## src/rtl/output_blk_if.sv

```systemverilog
// output_blk_if: byte-stream push port of the UART transmit block.
// master = producer (core side), slave = output_blk.
interface output_blk_if;
  logic       write;
  logic [7:0] data_in;
  logic       full;
  logic       idle;

  modport master (
    output write,
    output data_in,
    input  full,
    input  idle
  );

  modport slave (
    input  write,
    input  data_in,
    output full,
    output idle
  );
endinterface

```

## src/rtl/output_blk.sv

```systemverilog
// output_blk: byte FIFO feeding a UART transmitter (8N1, LSB first).
// Define OUTPUT_BLK_PARITY_EN for 8E1 frames with an even-parity bit.
module output_blk #(
  parameter int FIFO_DEPTH = 4,
  parameter int BAUD       = 100_000,
  parameter int CLK_FREQ   = 100_000_000
) (
  input  logic        clk,
  input  logic        rst,
  output_blk_if.slave bus,
  output logic        tx
);
  localparam int CPB   = CLK_FREQ / BAUD;
  localparam int CNT_W = (CPB > 1) ? $clog2(CPB) : 1;
  localparam int PTR_W = $clog2(FIFO_DEPTH);
  localparam int CW    = PTR_W + 1;

  localparam logic [CNT_W-1:0] CNT_LAST = CNT_W'(CPB - 1);
  localparam logic [CW-1:0]    CNT_FULL = CW'(FIFO_DEPTH);

  typedef enum logic [2:0] {
    S_IDLE,
    S_START,
    S_DATA,
`ifdef OUTPUT_BLK_PARITY_EN
    S_PARITY,
`endif
    S_STOP
  } state_t;

  state_t state, state_nxt;

  logic [7:0]       mem [FIFO_DEPTH];
  logic [PTR_W-1:0] wr_ptr, rd_ptr;
  logic [CW-1:0]    count, count_nxt;
  logic             full_q, idle_q;

  logic [CNT_W-1:0] cnt, cnt_nxt;
  logic [2:0]       idx, idx_nxt;
  logic [7:0]       shift;
  logic             tx_nxt;
  logic             pop, shift_en;
  logic             wr_en, empty, baud_done;
`ifdef OUTPUT_BLK_PARITY_EN
  logic             par;
`endif

  assign bus.full  = full_q;
  assign bus.idle  = idle_q;

  // a write while full is dropped even if a pop frees a slot this cycle
  assign wr_en     = bus.write && !full_q;
  assign empty     = (count == '0);
  assign baud_done = (cnt == CNT_LAST);
  assign count_nxt = count + CW'(wr_en) - CW'(pop);

  always_ff @(posedge clk) begin
    if (rst) state <= S_IDLE;
    else     state <= state_nxt;
  end

  always_comb begin
    state_nxt = state;
    cnt_nxt   = cnt;
    idx_nxt   = idx;
    pop       = 1'b0;
    shift_en  = 1'b0;
    tx_nxt    = 1'b1;
    unique case (state)
      S_IDLE: begin
        tx_nxt = 1'b1;
        if (!empty) begin
          pop       = 1'b1;
          cnt_nxt   = '0;
          state_nxt = S_START;
        end
      end
      S_START: begin
        tx_nxt = 1'b0;
        if (baud_done) begin
          cnt_nxt   = '0;
          idx_nxt   = '0;
          state_nxt = S_DATA;
        end else begin
          cnt_nxt = cnt + CNT_W'(1);
        end
      end
      S_DATA: begin
        tx_nxt = shift[0];
        if (baud_done) begin
          cnt_nxt  = '0;
          shift_en = 1'b1;
          idx_nxt  = idx + 3'd1;
          if (idx == 3'd7) begin
`ifdef OUTPUT_BLK_PARITY_EN
            state_nxt = S_PARITY;
`else
            state_nxt = S_STOP;
`endif
          end
        end else begin
          cnt_nxt = cnt + CNT_W'(1);
        end
      end
`ifdef OUTPUT_BLK_PARITY_EN
      S_PARITY: begin
        tx_nxt = par;
        if (baud_done) begin
          cnt_nxt   = '0;
          state_nxt = S_STOP;
        end else begin
          cnt_nxt = cnt + CNT_W'(1);
        end
      end
`endif
      S_STOP: begin
        tx_nxt = 1'b1;
        if (baud_done) begin
          cnt_nxt = '0;
          // chain straight into the next start bit when data is waiting
          if (!empty) begin
            pop       = 1'b1;
            state_nxt = S_START;
          end else begin
            state_nxt = S_IDLE;
          end
        end else begin
          cnt_nxt = cnt + CNT_W'(1);
        end
      end
      default: state_nxt = S_IDLE;
    endcase
  end

  always_ff @(posedge clk) begin
    if (rst) begin
      cnt    <= '0;
      idx    <= '0;
      wr_ptr <= '0;
      rd_ptr <= '0;
      count  <= '0;
      full_q <= 1'b0;
      idle_q <= 1'b1;
      tx     <= 1'b1;
      shift  <= '0;
`ifdef OUTPUT_BLK_PARITY_EN
      par    <= 1'b0;
`endif
    end else begin
      cnt    <= cnt_nxt;
      idx    <= idx_nxt;
      count  <= count_nxt;
      full_q <= (count_nxt == CNT_FULL);
      idle_q <= (count_nxt == '0) && (state_nxt == S_IDLE);
      tx     <= tx_nxt;
      if (wr_en) wr_ptr <= wr_ptr + PTR_W'(1);
      if (pop)   rd_ptr <= rd_ptr + PTR_W'(1);
      if (pop) begin
        shift <= mem[rd_ptr];
`ifdef OUTPUT_BLK_PARITY_EN
        par   <= ^mem[rd_ptr];
`endif
      end else if (shift_en) begin
        shift <= {1'b0, shift[7:1]};
      end
    end
  end

  always_ff @(posedge clk) begin
    if (wr_en) mem[wr_ptr] <= bus.data_in;
  end
endmodule

```

## src/flat_wrapper.sv

```systemverilog
// flat-port wrapper written by rule: the top's interface ports become plain ports
module output_blk_flat 
#(
  parameter int FIFO_DEPTH = 4,
  parameter int BAUD       = 100_000,
  parameter int CLK_FREQ   = 100_000_000
)
  (clk, rst, tx, bus_write, bus_data_in, bus_full, bus_idle);
  output_blk_if bus_i ();
  input  logic clk;
  input  logic rst;
  output logic tx;
  input wire logic [$bits(bus_i.write)-1:0] bus_write;
  input wire logic [$bits(bus_i.data_in)-1:0] bus_data_in;
  output wire logic [$bits(bus_i.full)-1:0] bus_full;
  output wire logic [$bits(bus_i.idle)-1:0] bus_idle;
  assign bus_i.write = bus_write;
  assign bus_i.data_in = bus_data_in;
  assign bus_full = bus_i.full;
  assign bus_idle = bus_i.idle;
  output_blk #(.FIFO_DEPTH(FIFO_DEPTH), .BAUD(BAUD), .CLK_FREQ(CLK_FREQ)) u_core (.clk(clk), .rst(rst), .bus(bus_i), .tx(tx));
endmodule
```

## config.mk

```make
export PLATFORM = sky130hd
export DESIGN_NAME = output_blk_flat
export DESIGN_NICKNAME = d
export VERILOG_FILES = /design/src/rtl/output_blk_if.sv /design/src/rtl/output_blk.sv /design/src/flat_wrapper.sv
export SDC_FILE = /design/constraint.sdc
export NUM_CORES = 1
export LEC_CHECK = 0
export CAP_MARGIN = 15
export CORE_MARGIN = 3
export CORE_UTILIZATION = 59
export DETAILED_ROUTE_END_ITERATION = 6
export HOLD_SLACK_MARGIN = 0.02
export PLACE_DENSITY = 0.78
export SLEW_MARGIN = 0
export SYNTH_ARGS = -nofsm -noshare
export SYNTH_HDL_FRONTEND = slang
export SYNTH_SLANG_ARGS = --single-unit
```

## constraint.sdc

```tcl
create_clock -name clk -period 3.8 [get_ports clk]
set_input_delay 0.95 -clock clk [delete_from_list [all_inputs] [get_ports clk]]
set_output_delay 0.95 -clock clk [all_outputs]
set_load 0.01 [all_outputs]
```

# == Yosys cells after proc, flatten, opt, wreduce, memory -nomap -nowiden ==
# Memory sizes are Yosys's and may differ from the RTL's. A register that Yosys moved wholly into a read port is not among the register bits.
# Index checks and enable logic that the tools add are counted.
# op_classes
n_addsub,6
n_eq_ne,9
n_mux,25
n_reduce_logical,13
# op_table
op,count
$mux W3,7
$mux W10,2
$pmux W10 S2,1
$mux W8,2
$logic_not A3 Y1,4
$pmux W3 S4,1
$add A10 B1 Y10 const B,1
$eq A10 B10 Y1 const B,1
$mux W1,7
$eq A3 B2 Y1 const B,2
$eq A3 B3 Y1 const B,2
$pmux W3 S2,1
$reduce_bool A2 Y1,3
$add A2 B1 Y2 const B,2
$mux W2,2
$ne A2 B1 Y1 const B,2
$pmux W1 S2,2
$add A3 B1 Y3,1
$add A3 B1 Y3 const B,1
$eq A3 B1 Y1 const B,1
$reduce_and A3 Y1,1
$reduce_or A3 Y1,1
$sub A3 B1 Y3,1
$logic_and A1 B1 Y1,2
3 further kinds,3
# totals
register_bits,34
ram_bits,32
word_cells,64
n_memories,1
# mem_list
memory,words,word_bits,read_ports,rd_ports_with_merged_regs,write_ports,line_no,text
u_core.mem,4,8,1,1,1,output_blk.sv:33,logic [7:0] mem [FIFO_DEPTH];

# == Depth between registers and ports, before layout ==
# Gate-level depths: netlist of run 1.
# depth
word_depth,7
mapped_depth,14

# == Worst setup path before layout of run 1 ==
# Ideal clock, no wire load.
# synth_timing
kind,reg-to-reg
start,register u_core.cnt[0]
end,"register u_core.idle_q, in the netlist u_core.bus.idle"
arrival_time_ns,2.563
path_slack_ns,1.152
stages_incl_launch_ff,15
path_buffers,1
synth_period_minus_slack_ns,2.648
cell_sequence,dfxtp_1 > ha_1 > nand2_1 > nor4_1 > o21ai_0 > clkbuf_1 > nand2_1 > nand2_1 > ha_1 > fa_1 > xnor2_1 > xnor2_1 > nand2b_1 > o21ai_0 > a211oi_1
# synth_via
elab_chain_len,6
# synth_lines
item,line_no,text
start: declaration,output_blk.sv:38,"logic [CNT_W-1:0] cnt, cnt_nxt;"
start signal: assignment,output_blk.sv:150,cnt <= cnt_nxt;
$eq A10 B10 Y1 *,output_blk.sv:54,assign baud_done = (cnt == CNT_LAST);
$mux W1,output_blk.sv:118,if (baud_done) begin
$pmux W1 S2,output_blk.sv:69,unique case (state)
$sub A3 B1 Y3,output_blk.sv:55,assign count_nxt = count + CW'(wr_en) - CW'(pop);
$logic_not A3 Y1,output_blk.sv:154,idle_q <= (count_nxt == '0) && (state_nxt == S_IDLE);
$logic_and A1 B1 Y1 *,output_blk.sv:154,
end signal: assignment,output_blk.sv:154,
end: declaration,output_blk.sv:36,"logic full_q, idle_q;"
# Every way passes the cells marked *; elsewhere a longest branch is shown, timed or not.
# A chain may end at the register's enable or synchronous reset.

# == Worst setup path after layout of run 1 ==
# layout_timing
start,register u_core.cnt[0]
end,"register u_core.idle_q, in the netlist u_core.bus.idle"
# layout_via
elab_chain_len,6
# layout_lines
item,line_no,text
$eq A10 B10 Y1,output_blk.sv:54,
$mux W1,output_blk.sv:118,
$pmux W1 S2,output_blk.sv:69,
$sub A3 B1 Y3,output_blk.sv:55,
net u_core.count_nxt[1],output_blk.sv:35,"logic [CW-1:0] count, count_nxt;"
$logic_not A3 Y1,output_blk.sv:154,
$logic_and A1 B1 Y1,output_blk.sv:154,
# The timed path passes the listed nets, and every way through them passes these cells.

==> results.yml, run 1 <==
run_status:
  status: "finished, final reports clean"
setup_path:
  startpoint_type: "flop"
  critPathArrivalTime_ns: 3.17
  crit_path_max_fanout: 10
  end_kind: "flop"
  crit_required_ns: 4.06
  worstSetupPathType: "flop to flop"
route:
  ant_nets: 0
  drcViolationCount: 0
  wirelength_um: 4910
  wl_met1_um: 2290
  top_layer: "met4"
  viasPerCell: 5.62
  first_iter_violations: 90
  first_pass_iters: 4
  dr_wl_met3_um: 235
  wl_met2_um: 2310
  vias: 1781
  routedWlPerCell_um: 15.5
die:
  num_io_pins: 14
  dieArea_um2: 5740
  core_um2: 4530
  die_y_um: 75.8
  row_count: 24
  die_x_um: 75.8
  start_util: 0.633
finish:
  final_util: 0.712
  nets: 267
  fillers: 315
  stdcell_area_um2: 3230
  drive_gt1_frac: 0.131
  syn_to_final_growth_pct: 12.5
  num_antenna_cells: 0
global_route:
  grt_pass1_wl_um: 8210
  gr-total-overflow: 0
  grt_pass1_vias: 1722
  antenna_found_initial: 0
  grt_max_degree: 19
  gr-usage-all-layers: 0.199
sta:
  fin_crit_sh: 0.766
  timing.setup.tns_ns: 0
  period_needed_ns: 2.91
  grt_setup_unrepaired: "false"
  slew_headroom: 0.485
  setup_viol: 0
  hold_viol: 0
  clock.fmax_ghz: 0.344
  drv_slew: 0
  fin_skew_ns: 0.0130
  finalWorstSetupSlack_ns: 0.890
  worstMarginPinSlew_ns: 0.753
synth:
  yosysMostFrequentCell: "dfxtp_1"
  yosysWarnings: 0
  syn_inst: 234
  synth_edf_count: 32
  syn_area_um2: 2870
  synth_fp_nets: 254
  synth_area_leaders: "edfxtp_1 (33%), dfxtp_1 (25%), mux4_2 (6.3%), ha_1 (3.5%), a21oi_1 (2.8%)"
  async_flop_share: 0
  synth.top_cell.area_share: 0.335
  syn-mean-instance-area_um2: 12.3
  ys.flop_type: "dfxtp_1"
  ys_seq_elements: 68
  ys_types: 44
  yosysSeqAreaShare: 0.586
  yosys.area.top_type: "edfxtp_1"
  synth_commonest_cells: "dfxtp_1 (36), edfxtp_1 (32), nor2_1 (21), a21oi_1 (16)"
power:
  power_frac_seq: 0.476
  p_switching_mw: 0.600
  pwr-share-comb: 0.219
  power_mw: 2.00
  switching_share: 0.300
  p_clk_frac: 0.305
  powerDensity_nw_per_um2: 620
  internal-power_mw: 1.40
  p_leak_nw: 1.10
  ir_worst_vdd_mv: 0.389
cts:
  root_buffer: "clkbuf_8"
  ctsHoldBuffers: 0
  clkSinkCount: 68
  cts.repair.resized: 0
  post-cts-setup-buffers: 0
  clk_pin_slew_ns: 0.08
  cts_buffer_depth: 2
  cts_tree: "yes"
  h-tree-depth: 3
  clk_latency_ns: 0.35
  cts_inserted_buffers: 9
min_path:
  hp-class: "flop to flop"
place:
  gp_congestion: 0.819
  port_buffers: 13
  dp_slack_ns: 0.759
  dpl.hpwl_um: 3170
  placed_area_um2: 3030
flow_run:
  maxCapViolations: 0
[per-stage QoR]
stage	hold WS, ns	instances
2_1_floorplan	0.453	234
3_3_place_gp	0.468	301
3_5_place_dp	0.476	301
4_1_cts	0.489	317
5_1_grt	0.506	317
6_report	0.490	317
[logic make-up after synthesis]
family / share of synthesized area
adder cells (fa/ha/maj): 0.0418
buffers and inverters: 0.0331
multiplexers: 0.0662
XOR/XNOR: 0.0305
AO/OA/AOI/OAI: 0.0963
other: 0.00131
AND/OR/NAND/NOR: 0.145
flip-flops: 0.586
[final timing paths]
path / from / endpoint / slack (ns) / cells past startpoint
worst min register to register: u_core.shift[2] / u_core.shift[2] / 0.49 / 2
worst max-delay path: u_core.cnt[0] / u_core.bus.idle / 0.89 / 11
worst min-delay path: u_core.shift[2] / u_core.shift[2] / 0.49 / 2
worst max register to register: u_core.cnt[0] / u_core.bus.idle / 0.89 / 11
[cell usage in the layout, fill, tap and decap left out, drive strengths merged, types with 9 or more instances in the layout]
| cell | instances |
|---|---|
| dfxtp | 36 |
| edfxtp | 32 |
| nor2 | 22 |
| a21oi | 17 |
| clkdlybuf4s50 | 13 |
| nand2 | 10 |
| a22oi | 10 |
| inv | 10 |
| clkbuf | 9 |
[flip-flops by register name, indices dropped and copies added (netlist names), named ones only]
signal / flops
u_core.shift: 8
u_core.cnt: 10
u_core.count: 3
u_core.idx: 3
u_core.state: 3
u_core.tx: 1
u_core.rd_ptr: 2
u_core.mem: 32
u_core.bus.idle: 1
u_core.wr_ptr: 2
u_core.bus.full: 1
[final cells by class]
cell class,instances,area (µm²),share of cell area
Clock inverter,7,80.1,0.0248
Timing Repair Buffer,15,145,0.0449
Sequential cell,68,1680,0.521
Inverter,6,22.5,0.00697
Multi-Input combinational cell,147,1090,0.339
Clock buffer,9,124,0.0384
Tap cell,65,81.3,0.0252
[worst max-delay path, cell delays in order, from the launching register on]
cell and delay (ns):
dfxtp_1 0.38, ha_1 0.21, nand2_1 0.14, nor4_1 0.34, o21a_1 0.41, nand2b_1 0.16
nand2_1 0.10, ha_1 0.16, fa_1 0.45, nor3_1 0.20, o21ai_0 0.10, a211oi_1 0.18
[metal layers]
layer  vias to the layer above  track usage
met5                         -            0
met4                         0       0.0874
met3                         7       0.0580
met2                        40        0.300
met1                       853        0.268
li1                        881            -
[power groups by stage]
stage                     clock, mW  combinational (mW)  sequential [mW]
after floorplan                   0               0.338            0.938
after global placement            0               0.422            0.964
after detailed placement          0               0.432            0.967
after CTS                     0.620               0.441            0.954
after global routing          0.656               0.495            0.966
final                         0.610               0.438            0.954
Power figures use the tool's default switching activity.
==> run 2, diff against run 1 <==
--- a/config.mk
+++ b/config.mk
@@ -7,10 +7,10 @@
 export LEC_CHECK = 0
 export CAP_MARGIN = 15
 export CORE_MARGIN = 3
-export CORE_UTILIZATION = 59
+export CORE_UTILIZATION = 53
 export DETAILED_ROUTE_END_ITERATION = 6
 export HOLD_SLACK_MARGIN = 0.02
-export PLACE_DENSITY = 0.78
+export PLACE_DENSITY = 0.74
 export SLEW_MARGIN = 0
 export SYNTH_ARGS = -nofsm -noshare
 export SYNTH_HDL_FRONTEND = slang
==> constraint.sdc (replaced) <==
create_clock -name clk -period 2.4 [get_ports clk]
set_input_delay 0.6 -clock clk [delete_from_list [all_inputs] [get_ports clk]]
set_output_delay 0.6 -clock clk [all_outputs]
set_load 0.01 [all_outputs]
==> run 2 against run 1 <==
Net effect: count of clock-buffer cells in the layout stayed put; sequential share of layout area is 3.7 points lower; cell area grew 8.1%; worst setup slack lost 0.86 ns; utilization decreased by 3.8 points; first-iteration DRC count fell by 5.6%; sequential cell count unchanged; global-route usage shrank 1.2 points; clock skew decreased by 0.0073 ns; via count is 5.2% higher; register-to-register slack got worse by 0.86 ns; critical path type unchanged.
==> results.yml, run 2 (synthesis results as in run 1) <==
die:
  core_um2: 5170
  row_count: 26
  die_y_um: 79.6
  die_x_um: 79.6
  start_util: 0.555
  dieArea_um2: 6340
  num_io_pins: 14
global_route:
  gr-total-overflow: 0
  antenna_found_initial: 0
  gr-usage-all-layers: 0.188
  grt_max_degree: 19
  grt_pass1_vias: 1825
  grt_pass1_wl_um: 8670
sta:
  finalWorstSetupSlack_ns: 0.0291
  setup_viol: 0
  clock.fmax_ghz: 0.422
  slew_headroom: 0.585
  drv_slew: 0
  grt_setup_unrepaired: "true"
  worstMarginPinSlew_ns: 0.622
  fin_skew_ns: 0.00568
  period_needed_ns: 2.37
  fin_crit_sh: 0.988
  hold_viol: 0
  hold_slack_ns: 0.493
  timing.setup.tns_ns: 0
place:
  port_buffers: 13
  dpl.hpwl_um: 3550
  dp_slack_ns: -0.0171
  placed_area_um2: 3230
  gp_congestion: 0.751
finish:
  largest_reg_flops: 32
  layout_common_cells: "dfxtp_1 (32), edfxtp_1 (32), buf_4 (26), nor2_1 (21), a21oi_1 (16)"
  multi_input_area_um2: 1170
  final_util: 0.675
  nets: 291
  stdcell_area_um2: 3490
  drive_gt1_frac: 0.254
  syn_to_final_growth_pct: 21.5
  regMostFlops: "u_core.mem"
  area.sequential_um2: 1690
  num_antenna_cells: 0
  fillers: 383
  largestRegisters: "u_core.mem x32, u_core.cnt x10, u_core.shift x8"
route:
  wirelength_um: 5380
  first_pass_iters: 4
  viasPerCell: 5.42
  vias: 1874
  ant_nets: 0
  drcViolationCount: 0
  first_iter_violations: 85
  routedWlPerCell_um: 15.5
flow_run:
  maxCapViolations: 0
cts:
  cts_tree: "yes"
  h-tree-depth: 3
  cts_buffer_depth: 2
  cts_inserted_buffers: 9
  clk_latency_ns: 0.35
  clk_pin_slew_ns: 0.07
  clkSinkCount: 68
  root_buffer: "clkbuf_8"
power:
  p_leak_nw: 1.26
  ir_worst_vdd_mv: 0.646
  powerDensity_nw_per_um2: 941
setup_path:
  slowest_delay_ns: 0.40
  crit_required_ns: 2.66
  startpoint_type: "flop"
  rrSetupSlack_ns: 0.03
  worstSetupPathType: "flop to flop"
  crit_chain: "ha_4 -> nand2_4 -> nor4_4 -> o21ai_2 -> nand2_1 -> nand2_1 -> ha_2 -> fa_2 -> xnor2_2 -> xnor2_1 -> nand2b_1 -> o21ai_1 -> a211oi_1"
  end_kind: "flop"
  critPathArrivalTime_ns: 2.64
  cpMostUsedCell: "nand2_1"
  slowest_stage: "fa_2"
  crit_path_max_fanout: 4
min_path:
  hp-class: "flop to flop"
run_status:
  status: "finished, final reports clean"
[run 2: power breakdown]
group,total (mW),internal [mW],switching (mW)
Clock,0.937,0.484,0.453
Combinational,0.841,0.428,0.413
Sequential,1.51,1.40,0.107
[run 2: critical path: cells and delay by family, from the launching register on]
kind | cells | cell delay (ns)
fa+ha+maj | 3 | 0.74
xor+xnor | 2 | 0.28
flops | 1 | 0.36
compound gates | 3 | 0.33
simple gates | 5 | 0.58
[run 2: layout make-up]
class,count,share of cell area
flip-flops and latches,68,0.483
multi-input cells,147,0.335
repair buffers,39,0.0932
clock buffers,9,0.0355
well taps,70,0.0251
clock inverters,7,0.0219
inverters,6,0.00645
[run 2: path summary, 6_finish.rpt]
check | startpoint | end | depth (start not counted)
min | u_core.rd_ptr[0] | u_core.rd_ptr[0] | 2
max | u_core.cnt[1] | u_core.bus.idle | 13
max reg2reg | u_core.cnt[1] | u_core.bus.idle | 13
min reg2reg | u_core.rd_ptr[0] | u_core.rd_ptr[0] | 2
[run 2: per-layer routing]
layer | GRT usage | wire length, µm | vias to the layer above
li1 | - | - | 934
met4 | 0.113 | 131 | 0
met1 | 0.228 | 2380 | 899
met5 | 0 | 0 | -
met3 | 0.0440 | 168 | 10
met2 | 0.301 | 2700 | 31
[run 2: repair_timing]
action,4_1_cts,5_1_grt
endpoints found under the setup margin,0,2
resized for setup,0,11
hold buffers,0,0
buffers inserted,0,2
[run 2: through the flow]
step / power, mW / std cells
6_report: 3.28 / 346
5_1_grt: 3.48 / 346
4_1_cts: 3.26 / 344
3_5_place_dp: 2.32 / 328
3_3_place_gp: 2.29 / 328
2_1_floorplan: 2.03 / 234
